File: config.mk
export PLATFORM = sky130hd
export DESIGN_NAME = rv_iopmp_entry_scanner
export DESIGN_NICKNAME = d
export VERILOG_FILES = /design/src/rtl/rv_iopmp_entry_scanner.sv
export SDC_FILE = /design/constraint.sdc
export NUM_CORES = 1
export LEC_CHECK = 0
export CORE_ASPECT_RATIO = 1.25
export CORE_MARGIN = 3
export CORE_UTILIZATION = 51
export CTS_CLUSTER_SIZE = 28
export DETAILED_ROUTE_END_ITERATION = 8
export GPL_TIMING_DRIVEN = 0
export PLACE_DENSITY = 0.71
export SLEW_MARGIN = 0
export SYNTH_ARGS = -nofsm -noshare
export SYNTH_HDL_FRONTEND = slang
export SYNTH_SLANG_ARGS = --single-unit
File: constraint.sdc
create_clock -name clk_i -period 15.5 [get_ports clk_i]
set_clock_uncertainty 0.2 [all_clocks]
set_input_delay 3.1 -clock clk_i [delete_from_list [all_inputs] [get_ports clk_i]]
set_output_delay 3.1 -clock clk_i [all_outputs]
set_load 0.03 [all_outputs]
File: src/rtl/rv_iopmp_entry_scanner.sv
// IOPMP entry scanner: walks a memory-domain entry range [start, end) and reports the first matching entry.
// Optional performance counters are enabled by defining RV_IOPMP_SCAN_PERF_EN.

package rv_iopmp_pkg;
    typedef enum logic [1:0] {
        MODE_OFF   = 2'd0,
        MODE_TOR   = 2'd1,
        MODE_NA4   = 2'd2,
        MODE_NAPOT = 2'd3
    } mode_t;
endpackage

// Single-entry address matcher. Entry addresses are word addresses (byte address >> 2).
module rv_iopmp_entry #(
    parameter int LEN        = 32,
    parameter int ADDR_WIDTH = 64,
    parameter int NB_WIDTH   = 4
) (
    input  logic [ADDR_WIDTH-1:0] addr_i,
    input  logic [NB_WIDTH-1:0]   num_bytes_i,
    input  rv_iopmp_pkg::mode_t   mode_i,
    input  logic [2*LEN-1:0]      entry_addr_i,
    input  logic [2*LEN-1:0]      prev_addr_i,
    output logic                  match_o,
    output logic                  allow_o
);
    import rv_iopmp_pkg::*;

    // Headroom for the <<2 byte conversion plus NAPOT size/limit carries.
    localparam int CW = ((2*LEN > ADDR_WIDTH) ? 2*LEN : ADDR_WIDTH) + 4;

    logic [CW-1:0] w_req_lo;
    logic [CW-1:0] w_req_hi;
    logic [CW-1:0] w_cur;
    logic [CW-1:0] w_prev;
    logic [CW-1:0] w_napot_mask;
    logic [CW-1:0] w_reg_lo;
    logic [CW-1:0] w_reg_hi;
    logic          w_reg_valid;

    assign w_req_lo     = CW'(addr_i);
    assign w_req_hi     = w_req_lo + CW'(num_bytes_i);
    assign w_cur        = CW'(entry_addr_i);
    assign w_prev       = CW'(prev_addr_i);
    // Trailing ones plus the first zero above them select the NAPOT size.
    assign w_napot_mask = w_cur ^ (w_cur + CW'(1));

    always_comb begin
        w_reg_lo    = '0;
        w_reg_hi    = '0;
        w_reg_valid = 1'b0;
        case (mode_i)
            MODE_TOR: begin
                w_reg_lo    = w_prev << 2;
                w_reg_hi    = w_cur << 2;
                w_reg_valid = 1'b1;
            end
            MODE_NA4: begin
                w_reg_lo    = w_cur << 2;
                w_reg_hi    = (w_cur << 2) + CW'(4);
                w_reg_valid = 1'b1;
            end
            MODE_NAPOT: begin
                w_reg_lo    = (w_cur & ~w_napot_mask) << 2;
                w_reg_hi    = ((w_cur & ~w_napot_mask) << 2) + ((w_napot_mask + CW'(1)) << 2);
                w_reg_valid = 1'b1;
            end
            default: begin
                w_reg_valid = 1'b0;
            end
        endcase
    end

    // Any byte overlapping the region is a hit; allow only when every byte lies inside.
    assign match_o = w_reg_valid
                   && (w_reg_lo < w_reg_hi)
                   && (w_req_lo < w_req_hi)
                   && (w_req_lo < w_reg_hi)
                   && (w_reg_lo < w_req_hi);
    assign allow_o = match_o && (w_req_lo >= w_reg_lo) && (w_req_hi <= w_reg_hi);
endmodule

module rv_iopmp_entry_scanner #(
    parameter int NUM_ENTRIES = 16,
    parameter int LEN         = 32,
    parameter int ADDR_WIDTH  = 64,
    parameter int DATA_WIDTH  = 64
) (
    input  logic                             clk_i,
    input  logic                             rst_i,
    input  logic                             req_valid_i,
    output logic                             req_ready_o,
    input  logic [ADDR_WIDTH-1:0]            req_addr_i,
    input  logic [$clog2(DATA_WIDTH/8):0]    req_num_bytes_i,
    input  logic                             req_write_i,
    input  logic [$clog2(NUM_ENTRIES):0]     req_start_idx_i,
    input  logic [$clog2(NUM_ENTRIES):0]     req_end_idx_i,
    output logic                             entry_rd_o,
    output logic [$clog2(NUM_ENTRIES)-1:0]   entry_idx_o,
    input  logic [LEN-1:0]                   entry_addr_i,
    input  logic [LEN-1:0]                   entry_addrh_i,
    input  rv_iopmp_pkg::mode_t              entry_mode_i,
    input  logic                             entry_r_i,
    input  logic                             entry_w_i,
    output logic                             rsp_valid_o,
    input  logic                             rsp_ready_i,
    output logic                             rsp_allow_o,
    output logic [1:0]                       rsp_err_o,
    output logic [$clog2(NUM_ENTRIES)-1:0]   rsp_entry_idx_o,
    output logic [31:0]                      perf_scans_o,
    output logic [31:0]                      perf_cycles_o
);
    localparam int IW  = $clog2(NUM_ENTRIES);
    localparam int RW  = IW + 1;
    localparam int NBW = $clog2(DATA_WIDTH/8) + 1;

    localparam logic [1:0] ERR_NONE    = 2'd0;
    localparam logic [1:0] ERR_NOHIT   = 2'd1;
    localparam logic [1:0] ERR_PARTIAL = 2'd2;
    localparam logic [1:0] ERR_PERM    = 2'd3;

    typedef enum logic [2:0] {
        IDLE       = 3'd0,
        PRIME      = 3'd1,
        PRIME_WAIT = 3'd2,
        FETCH      = 3'd3,
        CHECK      = 3'd4,
        RESP       = 3'd5
    } state_t;

    state_t                r_state;
    state_t                w_state_next;

    logic [ADDR_WIDTH-1:0] r_addr;
    logic [NBW-1:0]        r_num_bytes;
    logic                  r_write;
    logic [IW-1:0]         r_idx;
    logic [RW-1:0]         r_end;
    logic [2*LEN-1:0]      r_prev;
    logic                  r_rsp_allow;
    logic [1:0]            r_rsp_err;
    logic [IW-1:0]         r_rsp_idx;

    logic [RW-1:0]         w_end_clamped;
    logic                  w_match;
    logic                  w_allow;
    logic                  w_perm;
    logic                  w_last;
    logic                  w_accept;
    logic                  w_clear_prev;
    logic                  w_load_prev;
    logic                  w_idx_inc;
    logic                  w_rsp_load;
    logic                  w_rsp_allow_next;
    logic [1:0]            w_rsp_err_next;
    logic [IW-1:0]         w_rsp_idx_next;
    logic                  w_entry_rd;
    logic [IW-1:0]         w_entry_idx;

    assign w_end_clamped = (req_end_idx_i > RW'(NUM_ENTRIES)) ? RW'(NUM_ENTRIES) : req_end_idx_i;
    assign w_perm        = r_write ? entry_w_i : entry_r_i;
    assign w_last        = (({1'b0, r_idx} + RW'(1)) == r_end);

    rv_iopmp_entry #(
        .LEN        (LEN),
        .ADDR_WIDTH (ADDR_WIDTH),
        .NB_WIDTH   (NBW)
    ) u_entry (
        .addr_i       (r_addr),
        .num_bytes_i  (r_num_bytes),
        .mode_i       (entry_mode_i),
        .entry_addr_i ({entry_addrh_i, entry_addr_i}),
        .prev_addr_i  (r_prev),
        .match_o      (w_match),
        .allow_o      (w_allow)
    );

    always_comb begin
        w_state_next     = r_state;
        w_accept         = 1'b0;
        w_clear_prev     = 1'b0;
        w_load_prev      = 1'b0;
        w_idx_inc        = 1'b0;
        w_rsp_load       = 1'b0;
        w_rsp_allow_next = 1'b0;
        w_rsp_err_next   = ERR_NONE;
        w_rsp_idx_next   = '0;
        w_entry_rd       = 1'b0;
        w_entry_idx      = '0;
        case (r_state)
            IDLE: begin
                if (req_valid_i) begin
                    w_accept = 1'b1;
                    if (req_start_idx_i >= w_end_clamped) begin
                        w_rsp_load     = 1'b1;
                        w_rsp_err_next = ERR_NOHIT;
                        w_state_next   = RESP;
                    end else if (req_start_idx_i != '0) begin
                        w_state_next = PRIME;
                    end else begin
                        w_clear_prev = 1'b1;
                        w_state_next = FETCH;
                    end
                end
            end
            PRIME: begin
                // The entry below the range supplies the TOR base of the first entry.
                w_entry_rd   = 1'b1;
                w_entry_idx  = r_idx - IW'(1);
                w_state_next = PRIME_WAIT;
            end
            PRIME_WAIT: begin
                w_load_prev  = 1'b1;
                w_state_next = FETCH;
            end
            FETCH: begin
                w_entry_rd   = 1'b1;
                w_entry_idx  = r_idx;
                w_state_next = CHECK;
            end
            CHECK: begin
                w_rsp_idx_next = r_idx;
                if (w_match) begin
                    w_rsp_load   = 1'b1;
                    w_state_next = RESP;
                    if (!w_allow) begin
                        w_rsp_err_next = ERR_PARTIAL;
                    end else if (!w_perm) begin
                        w_rsp_err_next = ERR_PERM;
                    end else begin
                        w_rsp_err_next   = ERR_NONE;
                        w_rsp_allow_next = 1'b1;
                    end
                end else begin
                    w_load_prev = 1'b1;
                    if (w_last) begin
                        w_rsp_load     = 1'b1;
                        w_rsp_err_next = ERR_NOHIT;
                        w_state_next   = RESP;
                    end else begin
                        w_idx_inc    = 1'b1;
                        w_state_next = FETCH;
                    end
                end
            end
            RESP: begin
                if (rsp_ready_i) begin
                    w_state_next = IDLE;
                end
            end
            default: begin
                w_state_next = IDLE;
            end
        endcase
    end

    always_ff @(posedge clk_i) begin
        if (rst_i) begin
            r_state     <= IDLE;
            r_addr      <= '0;
            r_num_bytes <= '0;
            r_write     <= 1'b0;
            r_idx       <= '0;
            r_end       <= '0;
            r_prev      <= '0;
            r_rsp_allow <= 1'b0;
            r_rsp_err   <= ERR_NONE;
            r_rsp_idx   <= '0;
        end else begin
            r_state <= w_state_next;
            if (w_accept) begin
                r_addr      <= req_addr_i;
                r_num_bytes <= req_num_bytes_i;
                r_write     <= req_write_i;
                r_idx       <= req_start_idx_i[IW-1:0];
                r_end       <= w_end_clamped;
            end
            if (w_clear_prev) begin
                r_prev <= '0;
            end else if (w_load_prev) begin
                r_prev <= {entry_addrh_i, entry_addr_i};
            end
            if (w_idx_inc) begin
                r_idx <= r_idx + IW'(1);
            end
            if (w_rsp_load) begin
                r_rsp_allow <= w_rsp_allow_next;
                r_rsp_err   <= w_rsp_err_next;
                r_rsp_idx   <= w_rsp_idx_next;
            end
        end
    end

    assign req_ready_o     = (r_state == IDLE);
    assign rsp_valid_o     = (r_state == RESP);
    assign rsp_allow_o     = r_rsp_allow;
    assign rsp_err_o       = r_rsp_err;
    assign rsp_entry_idx_o = r_rsp_idx;
    assign entry_rd_o      = w_entry_rd;
    assign entry_idx_o     = w_entry_idx;

`ifdef RV_IOPMP_SCAN_PERF_EN
    // Counter 0: response handshakes; counter 1: cycles spent outside IDLE. Both saturate.
    logic [1:0]  w_perf_inc;
    logic [31:0] w_perf_val [2];

    assign w_perf_inc[0] = (r_state == RESP) && rsp_ready_i;
    assign w_perf_inc[1] = (r_state != IDLE);

    genvar gi;
    generate
        for (gi = 0; gi < 2; gi++) begin : g_perf
            logic [31:0] r_cnt;
            always_ff @(posedge clk_i) begin
                if (rst_i) begin
                    r_cnt <= '0;
                end else if (w_perf_inc[gi] && (r_cnt != 32'hFFFF_FFFF)) begin
                    r_cnt <= r_cnt + 32'd1;
                end
            end
            assign w_perf_val[gi] = r_cnt;
        end
    endgenerate

    assign perf_scans_o  = w_perf_val[0];
    assign perf_cycles_o = w_perf_val[1];
`else
    assign perf_scans_o  = 32'd0;
    assign perf_cycles_o = 32'd0;
`endif
endmodule

# == After elaboration in Yosys (flattened, before gate mapping) ==
# Cells that the tools add are included.
# word_totals
register_bits,152
in_bits,151
word_cells,97
# op_classes
add_sub_neg,8
order_cmp,8
eq_ne,11
muxes,44
bitwise_logic,3
n_reduce_logical,13
# ops
op,n
case mux 68 bit (3 select lines),2
< comparator 64 x 68 -> 1 bit,2
< comparator 68 bit,2
adder 68 bit,1
>= comparator 64 x 68 -> 1 bit,1
less-or-equal comparator 68 bit,1
"adder 66 x 3 -> 67 bit, second input constant",1
"adder 66 x 1 -> 66 bit, second input constant",1
AND 64 x 66 -> 66 bit,1
NOT 66 bit,1
bitwise XOR 64 x 66 -> 66 bit,1
"adder 64 x 1 -> 65 bit, second input constant",1
adder 64 x 4 -> 65 bit,1
2-to-1 mux 1 bit,24
case mux 3 bit (6 select lines),1
2-to-1 mux 3 bit,5
2-to-1 mux 4 bit,3
2-to-1 mux 2 bit,4
case mux 4 bit (2 select lines),1
"equality test 3 x 2 -> 1 bit, second input constant",2
"equality test 3 bit, second input constant",2
logical AND 1 bit,6
"adder 4 x 1 -> 5 bit, second input constant",1
equality test 5 bit,1
18 further kinds,21

# == Logic depth before layout (Yosys ltp) ==
# depth
word_depth,16
mapped_depth,47
ltp_nobuf,44

# == Cells and area by module ==
# A second synthesis with hierarchy kept.
# unflattened
cells_unflattened,3524
hier_area_um2,25675.9
# modules_own_cells
mod,instances,cells_each,area_each_um2
rv_iopmp_entry,1,2716,19378.6
rv_iopmp_entry_scanner,1,808,6297.3

# == Worst setup path after synthesis ==
# Ideal clock, no wire load.
# synth_path
path_type,in2reg
startpoint,in entry_addr_i[8]
endpoint,reg r_prev[18]
t_arrival_ns,11.122
required_ns,15.172
setup_slack_ns,4.051
stages,42
path_buffers,5
path_cell_list,buf_2 > and4_1 > and3_1 > and3_1 > and2_1 > and3_1 > inv_1 > nor2_1 > inv_1 > nor3_1 > nand4_1 > ha_1 > xor2_1 > or4_1 > or3_1 > buf_2 > nor3_1 > xor2_1 > (+6 left out) > o31ai_1 > a21oi_1 > xnor2_1 > mux2_2 > a21oi_1 > ha_1 > a21oi_1 > nor2_1 > a2111oi_0 > nor2_1 > a2111oi_0 > a21oi_1 > a31oi_4 > o31ai_2 > buf_6 > buf_12 > mux2i_1 > nor2_1
# synth_via
elab_chain_len,13
elab_cells_between_ends,18
# synth_rtl
item,line_no,rtl
start: declaration,100,"input logic [LEN-1:0] entry_addr_i,"
branches (longest 10 deep; another with adder 68 bit),--,
logical AND 1 bit *,79,&& (w_reg_lo < w_req_hi);
2-to-1 mux 1 bit *,223,if (w_match) begin
case mux 1 bit (2 select lines) *,190,case (r_state)
end signal: assignment,281,"r_prev <= {entry_addrh_i, entry_addr_i};"
end: declaration,139,logic [2*LEN-1:0] r_prev;
# Every way passes the cells marked *.
# A chain may end at the register's enable or synchronous reset.

# == Final worst setup path ==
# layout_path
startpoint,in entry_addr_i[1]
endpoint,reg r_prev[21]
# Same word-level chain as after synthesis.

==> results.txt <==
status -> complete, but fails checks
violated checks -> design-rule violations
dpl hpwl -> 72.7 mm
Synth Area in Adders -> 0.236
Max Freq -> 69.7 MHz
post-synthesis xor/xnor area fraction -> 0.0840
CP Buf/Inv Count -> 6
Die X -> 208 µm
area fraction in compound gates after synthesis -> 0.213
internal power -> 1.34 mW
commonest non-fill, non-tap cell in the layout -> ha_1
largest cells by area after synthesis -> ha_1 23%, dfxtp_1 12%, xnor2_1 5.3%
RSZ-0062 raised after global routing -> no
worst-margin pin slew -> 1.05 ns
max incr delay on CP -> 0.68 ns
setup violation total in the final timing report -> 0
Max VDD drop -> 86.0 µV
post_cts resized -> 0
num ports -> 229
layout cells sized above 1 -> 0.0648
min-delay worst type -> reg2reg
top-area cell type share of the netlist area -> 0.234
Flop pwr share -> 0.214
first-pass GRT wire length -> 131 mm
clock share of power -> 0.178
ys async rst share -> 0
most area-hungry cell type in the Yosys netlist -> ha_1
row count -> 91
Longest Clk Path Bufs -> 2
Initial DRT Pass Iterations -> 9
Crit. End Element -> flop
setup bufs post-CTS -> 0
Total Wirelength -> 84.7 mm
Switch Pwr -> 1.16 mW
# diodes -> 0
wire per inst -> 19.9 µm
core footprint -> 49900 µm²
H-tree depth -> 4
# DRC -> 1
Setup TNS -> 0 ns
switching portion of total power -> 0.463
most frequent cells in the layout -> 486 x ha_1, 318 x nand2_1, 260 x a21oi_1
ys flop type -> dfxtp_1
Post-Synth Simple-Gate Area -> 0.202
initial antenna violation count -> 0
cts bufs inserted -> 17
# fillers -> 4773
gr ovfl total -> 0
crit-path max FO -> 10
Starting Density -> 0.520
Slew Viols, Final -> 0
Pleak -> 13.3 nW
largest family of logic cells by synthesized area -> adder cells
Worst EP arrival -> 14.46 ns
Final ANT Viol Nets -> 0
Crit-path slowest cell -> clkdlybuf4s50_1
startpoint types -> primary input
via count -> 25500
Req. time, crit path -> 15.62 ns
synthesized flop and latch total -> 152
CTS tree -> done
part of the cycle the worst path needs -> 0.925
routability cong. -> 1.01
sequential area share after synthesis -> 0.117
EDFF count, synth -> 0
Final #Nets -> 4237
DRT iter0 DRCs -> 2254
clk slew on worst S/H paths -> 0.06 ns
Hold Buf Count CTS -> 0
relative slew slack -> 0.297
clk root buf -> clkbuf_16
Worst-Skew Late Latency -> 0.47 ns
Avg Cell Area, Syn -> 7.74 µm²
Top delay family on crit path -> simple AND/OR/NAND/NOR gates
clock period minus worst slack -> 14.34 ns
# clock sinks -> 152
largest net degree at the start of global routing -> 17
Pwr per Cell Area -> 85.3 nW/µm²
kind of critical path -> in2reg
chip height -> 258 µm
IO buf count -> 163
area of the mapped netlist -> 26000 µm²
Final Hold Fails -> 0
mux share of post-synthesis cell area -> 0.0763
end-of-flow core utilization -> 0.587
combinational group share of total power -> 0.608
Mapped Cells -> 3352
unique cell type count in the Yosys netlist -> 97
GRT Resource Usage Total -> 0.304
most common cell type on the critical path -> o21ai_0
Max-cap violations -> 0
area growth from synthesis to layout -> 12.7%
drt via density -> 5.97
die area -> 53700 µm²
Synth warnings -> 0
number of global-route vias before repair -> 24100
-- per-stage QoR --
stage / hold WS [ns] / std cells / worst slack, ns / instance area, µm² / total power [mW]
floorplan: 0.240 / 3415 / 4.05 / 26200 / 1.61
global placement: 0.253 / 4229 / 1.18 / 28600 / 2.00
detailed placement: 0.258 / 4230 / 1.15 / 28600 / 2.02
CTS: 0.267 / 4262 / 1.55 / 29300 / 2.47
global route: 0.289 / 4262 / 0.653 / 29300 / 2.68
finish: 0.263 / 4262 / 1.16 / 29300 / 2.50
-- synthesized netlist by cell type (all sizes together) (66+ instances only) --
cell type / number
ha: 486
nand2: 318
a21oi: 260
nor2: 229
inv: 188
xnor2: 158
dfxtp: 152
a21o: 128
nand4: 122
o21ai: 122
mux2i: 118
clkbuf: 105
buf: 99
xor2: 91
nand3: 77
mux2: 71
a22oi: 66
-- sequential cells by signal, summed over array words and instances, names as in the netlist --
register / flops
r_addr: 64
r_prev: 64
r_end: 5
r_idx: 4
r_num_bytes: 4
rsp_entry_idx_o: 4
r_state: 3
rsp_err_o: 2
r_write: 1
rsp_allow_o: 1
-- per-layer routing --
metal  vias up  wire, µm  GRT usage
met5         -         0          0
met4         0      3930      0.132
met3       169      5700     0.0248
met2       943     36800      0.484
met1     11600     38300      0.422
li1      12800         -          -
-- worst paths after layout --
kind,start,end,slack [ns],cells after the start
worst max-delay path,entry_addr_i[1],r_prev[21],1.16,43
worst min-delay path,r_num_bytes[2],r_num_bytes[2],0.26,2
worst max register to register,r_addr[0],r_prev[21],8.54,28
worst min register to register,r_num_bytes[2],r_num_bytes[2],0.26,2
-- power by group through the flow --
| stage | Sequential, mW | Combinational, mW | Clock [mW] |
|---|---|---|---|
| 6_report | 0.533 | 1.52 | 0.444 |
| 5_1_grt | 0.543 | 1.68 | 0.463 |
| 4_1_cts | 0.530 | 1.49 | 0.446 |
| 3_5_place_dp | 0.539 | 1.48 | 0 |
| 3_3_place_gp | 0.536 | 1.46 | 0 |
| 2_1_floorplan | 0.512 | 1.10 | 0 |
-- logic make-up after synthesis --
logic type,after synthesis
simple gates,1046
compound gates,835
fa+ha+maj,488
buf+inv,392
xor+xnor,249
mux,189
flops,152
other cells,1
-- worst min-delay path: cells and delay by family, from the launching register on --
kind,cells,cell delay (ns)
AOI/OAI and AO/OA,1,0.05
DFF,1,0.31
and+or+nand+nor,1,0.05
-- final cells by class --
class | count | area [µm²] | share of cell area
Tap cell | 651 | 815 | 0.0278
Clock inverter | 15 | 181 | 0.00620
Clock buffer | 17 | 425 | 0.0145
Inverter | 188 | 706 | 0.0241
Buffer | 204 | 1140 | 0.0388
Sequential cell | 152 | 3040 | 0.104
Timing Repair Buffer | 164 | 1640 | 0.0562
Multi-Input combinational cell | 2871 | 21300 | 0.728
Power figures use the tool's default switching activity.
